### config.mk
export PLATFORM = sky130hd
export DESIGN_NAME = ps2_command_decoder
export DESIGN_NICKNAME = d
export VERILOG_FILES = /design/src/rtl/ps2_command_decoder.sv
export SDC_FILE = /design/constraint.sdc
export NUM_CORES = 1
export LEC_CHECK = 0
export BUFFER_PORTS_ARGS = -buffer_cell sky130_fd_sc_hd__buf_4
export CORE_ASPECT_RATIO = 1.2
export CORE_UTILIZATION = 65
export CTS_BUF_LIST = sky130_fd_sc_hd__clkbuf_4 sky130_fd_sc_hd__clkbuf_8
export DETAILED_ROUTE_END_ITERATION = 10
export MAX_ROUTING_LAYER = met4
export PLACE_DENSITY = 0.94
export SETUP_SLACK_MARGIN = 0.02
export SYNTH_ARGS = -nofsm -noshare
export SYNTH_HDL_FRONTEND = slang
export SYNTH_SLANG_ARGS = --single-unit
### constraint.sdc
create_clock -name clk -period 3.75 [get_ports clk]
set_clock_uncertainty 0.15 [all_clocks]
set_input_delay 0.75 -clock clk [delete_from_list [all_inputs] [get_ports clk]]
set_output_delay 0.75 -clock clk [all_outputs]
set_load 0.005 [all_outputs]
### src/rtl/ps2_command_decoder.sv
// PS/2 keyboard frame receiver and game-command decoder.
// Optional parity check: define PS2_PARITY_CHECK_EN.
module ps2_command_decoder #(
  parameter int FILTER_LEN     = 4,
  parameter int TIMEOUT_CYCLES = 100000
) (
  input  logic       clk,
  input  logic       rst,
  input  logic       ps2_clk,
  input  logic       ps2_data,
  output logic [2:0] keyboard_signal,
  output logic       frame_err
);

  localparam int FW = $clog2(FILTER_LEN + 1);
  localparam int TW = $clog2(TIMEOUT_CYCLES + 1);
  localparam logic [FW-1:0] FLAST = FW'(FILTER_LEN - 1);
  localparam logic [TW-1:0] TLAST = TW'(TIMEOUT_CYCLES - 1);

`ifdef PS2_PARITY_CHECK_EN
  localparam bit PAR_CHK = 1'b1;
`else
  localparam bit PAR_CHK = 1'b0;
`endif

  typedef enum logic [1:0] {
    IDLE,
    DATA,
    PARITY,
    STOP
  } state_t;

  logic [1:0]    sclk_q, sdat_q;
  logic          filt_q, filt_d;
  logic [FW-1:0] fcnt_q, fcnt_d;
  state_t        state_q, state_d;
  logic [2:0]    bcnt_q, bcnt_d;
  logic [7:0]    shift_q, shift_d;
  logic          par_q, par_d;
  logic [TW-1:0] tcnt_q, tcnt_d;
  logic          strobe_q, strobe_d;
  logic          err_q, err_d;
  logic          ext_q, ext_d;
  logic          brk_q, brk_d;
  logic [2:0]    kbd_q, kbd_d;

  logic sclk, sdat, fall, frame_ok;

  assign sclk = sclk_q[1];
  assign sdat = sdat_q[1];
  assign fall = filt_q & ~filt_d;
  assign frame_ok = sdat &
    (~PAR_CHK | (^{shift_q, par_q}));

  assign keyboard_signal = kbd_q;
  assign frame_err       = err_q;

  function automatic logic [2:0] cmd_map(
    input logic       e,
    input logic [7:0] b
  );
    logic [2:0] c;
    c = 3'b000;
    unique case (1'b1)
      (e && b == 8'h72),
      (!e && b == 8'h1B): c = 3'b100;
      (e && b == 8'h6B),
      (!e && b == 8'h1C): c = 3'b101;
      (e && b == 8'h74),
      (!e && b == 8'h23): c = 3'b110;
      (e && b == 8'h75),
      (!e && b == 8'h1D): c = 3'b111;
      default:            c = 3'b000;
    endcase
    return c;
  endfunction

  always_ff @(posedge clk or posedge rst) begin
    if (rst) begin
      sclk_q   <= 2'b11;
      sdat_q   <= 2'b11;
      filt_q   <= 1'b1;
      fcnt_q   <= '0;
      state_q  <= IDLE;
      bcnt_q   <= '0;
      shift_q  <= '0;
      par_q    <= 1'b0;
      tcnt_q   <= '0;
      strobe_q <= 1'b0;
      err_q    <= 1'b0;
      ext_q    <= 1'b0;
      brk_q    <= 1'b0;
      kbd_q    <= 3'b000;
    end else begin
      sclk_q   <= {sclk_q[0], ps2_clk};
      sdat_q   <= {sdat_q[0], ps2_data};
      filt_q   <= filt_d;
      fcnt_q   <= fcnt_d;
      state_q  <= state_d;
      bcnt_q   <= bcnt_d;
      shift_q  <= shift_d;
      par_q    <= par_d;
      tcnt_q   <= tcnt_d;
      strobe_q <= strobe_d;
      err_q    <= err_d;
      ext_q    <= ext_d;
      brk_q    <= brk_d;
      kbd_q    <= kbd_d;
    end
  end

  // Level changes only after FILTER_LEN differing samples in a row.
  always_comb begin
    filt_d = filt_q;
    fcnt_d = '0;
    if (sclk != filt_q) begin
      if (fcnt_q == FLAST) filt_d = sclk;
      else fcnt_d = fcnt_q + FW'(1);
    end
  end

  always_comb begin
    state_d  = state_q;
    bcnt_d   = bcnt_q;
    shift_d  = shift_q;
    par_d    = par_q;
    strobe_d = 1'b0;
    err_d    = 1'b0;
    if (state_q == IDLE || fall) tcnt_d = '0;
    else tcnt_d = tcnt_q + TW'(1);
    unique case (state_q)
      IDLE: begin
        if (fall && !sdat) begin
          state_d = DATA;
          bcnt_d  = '0;
        end
      end
      DATA: begin
        if (fall) begin
          shift_d = {sdat, shift_q[7:1]};
          bcnt_d  = bcnt_q + 3'd1;
          if (bcnt_q == 3'd7) state_d = PARITY;
        end
      end
      PARITY: begin
        if (fall) begin
          par_d   = sdat;
          state_d = STOP;
        end
      end
      STOP: begin
        if (fall) begin
          state_d  = IDLE;
          strobe_d = frame_ok;
          err_d    = ~frame_ok;
        end
      end
      default: state_d = IDLE;
    endcase
    // Stalled partial frame: abandon it.
    if (state_q != IDLE && !fall &&
        tcnt_q == TLAST) begin
      state_d = IDLE;
      bcnt_d  = '0;
      tcnt_d  = '0;
      err_d   = 1'b1;
    end
  end

  always_comb begin
    ext_d = ext_q;
    brk_d = brk_q;
    kbd_d = 3'b000;
    if (strobe_q) begin
      if (shift_q == 8'hE0) begin
        ext_d = 1'b1;
      end else if (shift_q == 8'hF0) begin
        brk_d = 1'b1;
      end else begin
        ext_d = 1'b0;
        brk_d = 1'b0;
        if (!brk_q) kbd_d = cmd_map(ext_q, shift_q);
      end
    end
  end

endmodule

==> results of run 1 <==
## cells by family (layout without fill, tap and decap cells)
family	count (synthesis)	count (layout)	synth area share [%]
compound gates	30	30	10.0
xor+xnor	15	15	5.87
fa+ha+maj	8	8	4.47
buf+inv	12	24	2.40
flops	45	45	50.6
mux	7	7	3.52
simple gates	89	89	23.1
## worst paths after layout
kind                            cells after the start  startpoint            endpoint  slack [ns]
worst max-delay path                                5   tcnt_q[0]           tcnt_q[6]        1.69
worst min-delay path                                0   sclk_q[0]           sclk_q[1]        0.21
worst max register to register                      5   tcnt_q[0]           tcnt_q[6]        1.69
worst min register to register                      0   sclk_q[0]           sclk_q[1]        0.21
max in group asynchronous                           3         rst              filt_q        2.11
min in group asynchronous                           2         rst  keyboard_signal[1]        0.46
## state kept, by name, summed over array words and instances, names as in the netlist
name / cells
tcnt_q: 17
shift_q: 8
bcnt_q: 3
fcnt_q: 3
keyboard_signal: 3
sclk_q: 2
sdat_q: 2
state_q: 2
brk_q: 1
ext_q: 1
filt_q: 1
frame_err: 1
strobe_q: 1
## layout by cell type (no fill, tap or decap), types with 4 or more instances in the layout
| cell | n |
|---|---|
| buf_4 | 8 |
| clkbuf_4 | 5 |
| dfrtp_1 | 40 |
| dfstp_2 | 5 |
| ha_1 | 8 |
| inv_1 | 8 |
| mux2_2 | 7 |
| nand2_1 | 10 |
| nand2b_1 | 4 |
| nand3_1 | 9 |
| nand4_1 | 9 |
| nor2_1 | 21 |
| nor2b_1 | 5 |
| nor4_1 | 4 |
| o21ai_0 | 5 |
| xnor2_1 | 9 |
| xor2_1 | 6 |
## metrics by stage
step	area, sq um	power (W)	hold slack [ns]
5_1_grt	2390	0.00124	0.222
4_1_cts	2390	0.00117	0.217
3_3_place_gp	2320	0.000880	0.197
6_report	2390	0.00117	0.215
2_1_floorplan	2240	0.000842	0.195
3_5_place_dp	2320	0.000917	0.200
## layout make-up
cell class	instances	area share (%)
sequential	45	47.4
multi-input combinational	149	44.0
clock buffer	7	2.72
timing repair buffer	8	2.51
tap	36	1.89
inverter	8	1.26
clock inverter	1	0.210
## critical path, stage by stage, from the launching register on
cell and delay [ns]:
dfrtp_1 0.44, ha_1 0.27, and4_2 0.31, nand4_1 0.28
nand2_2 0.38, nor2_1 0.12
## power by group through the flow
stage | registers, W | logic, W | clock network, W
after floorplan | 0.000597 | 0.000244 | 0
after global placement | 0.000606 | 0.000274 | 0
after detailed placement | 0.000616 | 0.000301 | 0
after CTS | 0.000606 | 0.000304 | 0.000259
after global routing | 0.000613 | 0.000345 | 0.000281
final | 0.000607 | 0.000308 | 0.000250
## layer usage
metal | vias up | share of wire, % | track usage [%]
met5 | - | 0 | -
met4 | 0 | 2.8 | 13.8
met3 | 14 | 4.1 | 5.68
met2 | 50 | 52 | 47.6
met1 | 795 | 41 | 29.8
li1 | 772 | - | -
==> flow_summary.ini, run 1 <==
[setup_path]
end_kind = flip-flop
cp_max_fo = 15
path_class = reg -> reg
cp.required_ns = 3.83
arrival_ns = 2.15
setup.worst_path.start_class = flip-flop

[cts]
post_cts_buffers = 0
cts_tree = done
cts_hold_buffers = 0
cts.reportedPaths.clkPinSlew_ns = 0.12
cts_sinks = 45
clkLatencyLatePin_ns = 0.35
clockRootBuffer = clkbuf_4
cts_resized = 0
htree_levels = 2
cts_made_buffers = 5
clockBufferDepth = 2

[synthesis]
synth_edf_count = 0
synth_most_common_cell = dfrtp_1
synthArstFlopShare_pct = 100
synth_area_leader_cell = dfrtp_1
synth_area_per_cell_sq_um = 10.9
synth_flop_cell = dfrtp_1
synth_area_sq_mm = 0.00224
ys_top_cells_by_area = dfrtp_1, dfstp_2, ha_1
ys_seq_elements = 45
seq_area_frac_synth_pct = 50.6
yosysWarnings = 0
yosysUniqueCellTypes = 54
syn-instance-count = 206
synth_common_cells = dfrtp_1, nor2_1, nand2_1
synth_top_area_share_pct = 44.7
syn_nets = 218

[place]
dp_cells = 246
hpwl_um = 3010
place.port_buffers = 7
dp_slack_ns = 1.71
gp_congestion = 0.885

[timing]
setup_viol = 0
hold_violations = 0
worst_pin_slew_ns = 0.950
timing.fmax_ghz = 0.485
post-route-period-util_pct = 55.0
tns_ns = 0
report.final.slew_viol_count = 0
maxSlewHeadroom_pct = 36.6
finalWorstSetupSlack_ns = 1.69
rsz0062_at_grt = false
fin_crit_ns = 2.06

[status]
outcome = finished, final reports clean

[route]
route.detailed.drc = 0
drt-initial-drc-count = 134
viasPerCell = 6.42
wl_per_cell_um = 16.7
vias = 1631
drt_first_pass_iters = 5
wl_um = 4250
ant_nets = 0

[power_and_ir_drop]
pwr-share-clk_pct = 21.5
switchingPower_w = 0.000386
leakage_nw = 1.06
p_int_w = 0.000779
peakVddDrop_v = 0.000361
p_per_area_mw_per_mm2 = 488
swShare_pct = 33.2
comb_power_share_pct = 26.4
seqPwrFrac_pct = 52.1

[grt]
grt_start_max_net_pins = 25
globalRoute.totalOverflow = 0
grt_pass1_wl_um = 7330
antenna_found_initial = 0
first_global_vias = 1634
grt_util_all_layers_pct = 27.3

[floorplanning]
die-area_sq_mm = 0.00368
fp.dieH_um = 66.3
initial_core_util_pct = 70.7
dieWidth_um = 55.6
num_rows = 22
coreArea_sq_mm = 0.00317
pin_count = 8

[final_layout]
drive_above_1_share_pct = 17.9
fill_cells = 211
finish.utilization_pct = 75.5
stdcell_count = 254
antenna_cells = 0
seqCellArea_sq_mm = 0.00113
multi_input_area_sq_mm = 0.00105
synthToLayoutAreaGrowth_pct = 6.77
nets = 229

[min_path]
min_path_type = reg -> reg

[run]
maxCapViolations = 0
(Power assumes the default switching activity.)
==> run 2, diff against run 1 <==
Settings changed: ABC_AREA set to 1, CORE_UTILIZATION 65 to 64, PLACE_DENSITY 0.94 to 0.93.
Clock period 3.75 ns to 1.93 ns, I/O delays scaled along.
==> run 2 against run 1 <==
Net effect:
- the run now ends with design-rule violations left
- cell area rose by 13%
- worst hold slack got worse by 0.19 ns
- final cell count rose by 35%
- combinational power rose to 2.8 times the previous value
- flip-flop and latch count did not move
- global-route usage fell by 2.0 points
- largest cell class unchanged
- highest routed layer unchanged
==> flow_summary.ini, run 2 <==
[timing]
maxSlewHeadroom_pct = 71.1
report.final.slew_viol_count = 0
timing.fmax_ghz = 0.551
fin_crit_ns = 1.82
rsz0062_at_grt = true
post-route-period-util_pct = 94.1
hold_ws_ns = 0.0286
setup_viol = 0
worst_pin_slew_ns = 0.430
hold_violations = 0

[grt]
first_global_vias = 1744
antenna_found_initial = 0
grt_use_met2_pct = 46.3
busiest_layer = met2
grt_pass1_wl_um = 7130
grt_start_max_net_pins = 24
globalRoute.totalOverflow = 0
grt_util_all_layers_pct = 25.3
use_met1_pct = 26.1
met3_usage_pct = 6.05

[status]
outcome = complete, but fails checks
violations = design-rule violations

[synthesis]
syn-instance-count = 277
synth_flop_cell = dfrtp_1
seq_area_frac_synth_pct = 48.3
synthArstFlopShare_pct = 100
yosysUniqueCellTypes = 32
synth_common_cells = nand2_1, dfrtp_1, nor2_1
ys_seq_elements = 45
synth_area_per_cell_sq_um = 8.47
synth_edf_count = 0
synth_most_common_cell = nand2_1
synth_area_leader_cell = dfrtp_1
ys_top_cells_by_area = dfrtp_1, nand2_1, nor2_1
yosysWarnings = 0
synth_top_area_share_pct = 42.7
syn_nets = 289
synth_area_sq_mm = 0.00235

[final_layout]
drive_above_1_share_pct = 21.0
mostFrequentLayoutCell = nand2_1
synthToLayoutAreaGrowth_pct = 14.6
regMostFlops = tcnt_q
reg.largest.list = tcnt_q (17), shift_q (8)
antenna_cells = 0
finish.utilization_pct = 78.5
largest_reg_flops = 17
mostFrequentLayoutCells = nand2_1, dfrtp_1, nor2_1, inv_1, buf_4
nets = 316

[cts]
clockBufferDepth = 2
cts_sinks = 45
clkLatencyLatePin_ns = 0.30
clockRootBuffer = clkbuf_8
cts_tree = done
cts_made_buffers = 5
htree_levels = 2
cts.reportedPaths.clkPinSlew_ns = 0.09

[floorplanning]
coreArea_sq_mm = 0.00342
die-area_sq_mm = 0.00391
initial_core_util_pct = 68.5
pin_count = 8
fp.dieH_um = 68.3
dieWidth_um = 57.3
num_rows = 23

[min_path]
min_path_type = in -> reg
holdPathStages = 1

[setup_path]
path_buf_inv = 3
end_kind = flip-flop
reg2reg_slack_ns = 0.11
slowest_delay_ns = 0.54
crit_family = simple AND/OR/NAND/NOR gates
setup.worst_path.start_class = flip-flop
cp_max_fo = 16
cpMostUsedCell = nand2_1
cp_slowest_cell = dfstp_2
cp.required_ns = 1.95
path_class = reg -> reg
path_depth = 8
arrival_ns = 1.84
worstRegToRegCells = 8
crit_chain = inv_1 -> nor2_2 -> nand2_4 -> buf_12 -> inv_2 -> nand2_1 -> nand2_1 -> o21ai_0

[run]
maxCapViolations = 0

[route]
drt_first_pass_iters = 7
drt-initial-drc-count = 143
ant_nets = 0
wl_um = 4510
wl_per_cell_um = 13.2
vias = 1857
route.detailed.drc = 2
viasPerCell = 5.43

[power_and_ir_drop]
peakVddDrop_v = 0.000638
leakage_nw = 1.28
p_per_area_mw_per_mm2 = 1020

[place]
place.port_buffers = 7
hpwl_um = 3180
gp_congestion = 0.957
[run 2: timing repair]
action | 4_1_cts | 5_1_grt
endpoints found under the hold margin | 40 | 0
resized for setup | 0 | 5
endpoints found under the setup margin | 0 | 12
buffers inserted | 0 | 9
hold buffers | 1 | 0
[run 2: kinds of logic (layout without fill, tap and decap cells)]
kind of cell / after synthesis / in the layout / share of synthesized area [%]
adders and majority gates: 8 / 8 / 4.27
DFF: 45 / 45 / 48.3
xor gates and xnor gates: 9 / 9 / 3.36
AOI/OAI and AO/OA: 27 / 27 / 6.03
and+or+nand+nor: 147 / 147 / 31.2
buffers and inverters: 41 / 69 / 6.88
[run 2: path summary, 6_finish.rpt]
check | to | from
worst max-delay path | shift_q[7] | filt_q
worst min-delay path | sclk_q[0] | ps2_clk
worst max register to register | shift_q[7] | filt_q
worst min register to register | sdat_q[1] | sdat_q[0]
max in group asynchronous | sdat_q[1] | rst
min in group asynchronous | tcnt_q[13] | rst
[run 2: metrics by stage]
| step | instance area (sq um) | std cells | total power (W) | setup TNS (ns) | worst slack, ns |
|---|---|---|---|---|---|
| after detailed placement | 2470 | 324 | 0.00193 | 0 | 0.0537 |
| after global routing | 2690 | 342 | 0.00290 | -0.0547 | -0.0449 |
| after global placement | 2470 | 324 | 0.00190 | 0 | 0.123 |
| after CTS | 2590 | 333 | 0.00266 | 0 | 0.0298 |
| final | 2690 | 342 | 0.00273 | 0 | 0.114 |
| after floorplan | 2350 | 277 | 0.00173 | 0 | 0.218 |
[run 2: layout make-up]
type	count	area (sq um)
fill	218	737
clock inverter	3	46.3
sequential	45	1130
multi-input combinational	191	1070
timing repair buffer	22	180
inverter	39	146
tap	37	46.3
clock buffer	5	68.8
[run 2: worst register-to-register path, delay by kind of cell (launching register included)]
| family | cells | cell delay [ns] |
|---|---|---|
| buffers and inverters | 3 | 0.23 |
| flip-flops | 1 | 0.54 |
| AO/OA/AOI/OAI | 1 | 0.11 |
| AND/OR/NAND/NOR | 4 | 0.64 |
[run 2: report_power, final]
| group | internal, W | leakage [nW] | switching, W | total [W] |
|---|---|---|---|---|
| logic | 0.000346 | 0.623 | 0.000530 | 0.000876 |
| clock network | 0.000387 | 0.0543 | 0.000317 | 0.000704 |
| registers | 0.00106 | 0.602 | 0.0000877 | 0.00115 |
| total | 0.00180 | 1.28 | 0.000934 | 0.00273 |
[run 2: layer usage]
layer | vias up | routed length (um) | share of wire [%]
li1 | 943 | - | -
met1 | 871 | 1850 | 41
met2 | 31 | 2420 | 54
met3 | 12 | 130 | 2.9
met4 | 0 | 102 | 2.3
met5 | - | 0 | 0
==> run 3, diff against run 2 <==
Settings changed: ABC_AREA 1 to unset.
==> run 3 against run 2 <==
Net effect:
- the run now ends clean
- combinational power is 27% lower
- clock power up 4.8%
- flip-flop and latch count is the same
- register-to-register slack worse by 0.04 ns
- critical endpoint is now state_q[1]
==> flow_summary.ini, run 3 (synthesized netlist as in run 1, its figures left out) <==
[status]
outcome = finished, final reports clean

[cts]
htree_levels = 2
clockRootBuffer = clkbuf_8
cts.reportedPaths.clkPinSlew_ns = 0.09
cts_made_buffers = 5
clkLatencyLatePin_ns = 0.31
cts_sinks = 45
clockBufferDepth = 2
cts_tree = done

[place]
place.port_buffers = 7
gp_congestion = 0.880
placed_area_sq_mm = 0.00239
hpwl_um = 2980
dp_cells = 255

[route]
vias = 1657
viasPerCell = 6.28
route.detailed.drc = 0
drt_first_pass_iters = 4
wl_per_cell_um = 16.3
ant_nets = 0
drt-initial-drc-count = 88
wl_um = 4290

[min_path]
holdPathStages = 1
min_path_type = in -> reg
hold_end = sclk_q[0]
hold_start = ps2_clk

[grt]
antenna_found_initial = 0
grt_start_max_net_pins = 30
globalRoute.totalOverflow = 0
grt_pass1_wl_um = 7290
grt_util_all_layers_pct = 26.8
first_global_vias = 1640

[timing]
worst_pin_slew_ns = 0.626
maxSlewHeadroom_pct = 58.0
hold_violations = 0
fin_crit_ns = 1.86
post-route-period-util_pct = 96.2
rsz0062_at_grt = false
report.final.slew_viol_count = 0
setup_viol = 0
timing.fmax_ghz = 0.538

[final_layout]
synthToLayoutAreaGrowth_pct = 13.8
nets = 238
drive_above_1_share_pct = 22.9
stdcell_count = 264
antenna_cells = 0
largest_reg_flops = 17
final_area_sq_mm = 0.00255
reg.largest.list = tcnt_q (17), shift_q (8)
mostFrequentLayoutCell = dfrtp_1
mostFrequentLayoutCells = dfrtp_1, nor2_1, buf_4
finish.utilization_pct = 76.3
regMostFlops = tcnt_q

[floorplanning]
dieWidth_um = 56.0
num_rows = 23
coreArea_sq_mm = 0.00334
fp.dieH_um = 66.8
initial_core_util_pct = 67.0
die-area_sq_mm = 0.00374
pin_count = 8

[power_and_ir_drop]
p_int_w = 0.00175
switchingPower_w = 0.000796
comb_power_share_pct = 25.1
leakage_nw = 1.13
total_power_w = 0.00255
peakVddDrop_v = 0.00118
p_per_area_mw_per_mm2 = 1000
seqPwrFrac_pct = 46.0
swShare_pct = 31.2
pwr-share-clk_pct = 28.9

[setup_path]
worstRegToRegCells = 5
timing.rr.start = tcnt_q[1]
path_class = reg -> reg
reg2reg_slack_ns = 0.07
end_kind = flip-flop
regToRegEndpoint = state_q[1]
cp_max_fo = 5
setup.worst_path.start_class = flip-flop
cp.required_ns = 2.01
arrival_ns = 1.93

[run]
maxCapViolations = 0
[run 3: cell types whose count changed in the layout (fill, tap and decap cells not counted), moves of 9 or more]
| cell | before | now |
|---|---|---|
| nand2_1 | 47 | 9 |
| inv_1 | 34 | 7 |
| nor2_1 | 39 | 21 |
| o21ai_1 | 9 | 0 |
[run 3: stage by stage]
stage          setup slack (ns)  TNS (ns)  hold WS, ns
6_report                 0.0729         0       0.0395
5_1_grt                  0.0202         0       0.0215
4_1_cts                  0.0185         0       0.0350
3_5_place_dp           -0.00702  -0.00702        0.199
2_1_floorplan             0.139         0        0.195
3_3_place_gp             0.0768         0        0.198
[run 3: area by class of cell]
cell class | count | area [sq um]
clock buffer | 6 | 82.6
clock inverter | 2 | 37.5
fill | 220 | 792
inverter | 8 | 30.0
multi-input combinational | 149 | 1070
sequential | 45 | 1130
tap | 37 | 46.3
timing repair buffer | 17 | 143
[run 3: power groups by stage]
stage	clock network [W]	logic, W	registers (W)
after global placement	0	0.000580	0.00118
after CTS	0.000747	0.000613	0.00117
after detailed placement	0	0.000606	0.00118
after global routing	0.000786	0.000716	0.00119
final	0.000738	0.000640	0.00117
after floorplan	0	0.000475	0.00116
[run 3: layer usage]
metal,vias up,part of all wire (%),global-route usage (%)
met2,47,55,46.9
met5,-,0,-
met3,8,4.9,6.21
met1,811,39,28.7
li1,791,-,-
met4,0,1.9,13.4
[run 3: worst max-delay path by stage]
stage                       to  startpoint  depth (start not counted)  slack, ns
floorplan           state_q[1]   tcnt_q[0]                          5       0.14
global placement     bcnt_q[0]   fcnt_q[0]                          5       0.08
detailed placement   bcnt_q[0]   fcnt_q[0]                          5     -0.007
CTS                 state_q[1]      filt_q                          4       0.02
global route         bcnt_q[0]   tcnt_q[1]                          6       0.02
finish              state_q[1]   tcnt_q[1]                          5       0.07
[run 3: timing repair]
action                                 4_1_cts  5_1_grt
setup endpoints to repair                    2       20
gates resized for setup                      1        7
endpoints found under the hold margin       11        0
setup buffers                                0        0
pin swaps                                    0        0
hold buffers                                 1        0
[run 3: critical path: stages, from the launching register on]
cell,delay [ns]
dfrtp_1,0.42
ha_1,0.21
and4_2,0.27
and4_1,0.20
a221o_1,0.37
o221ai_1,0.17
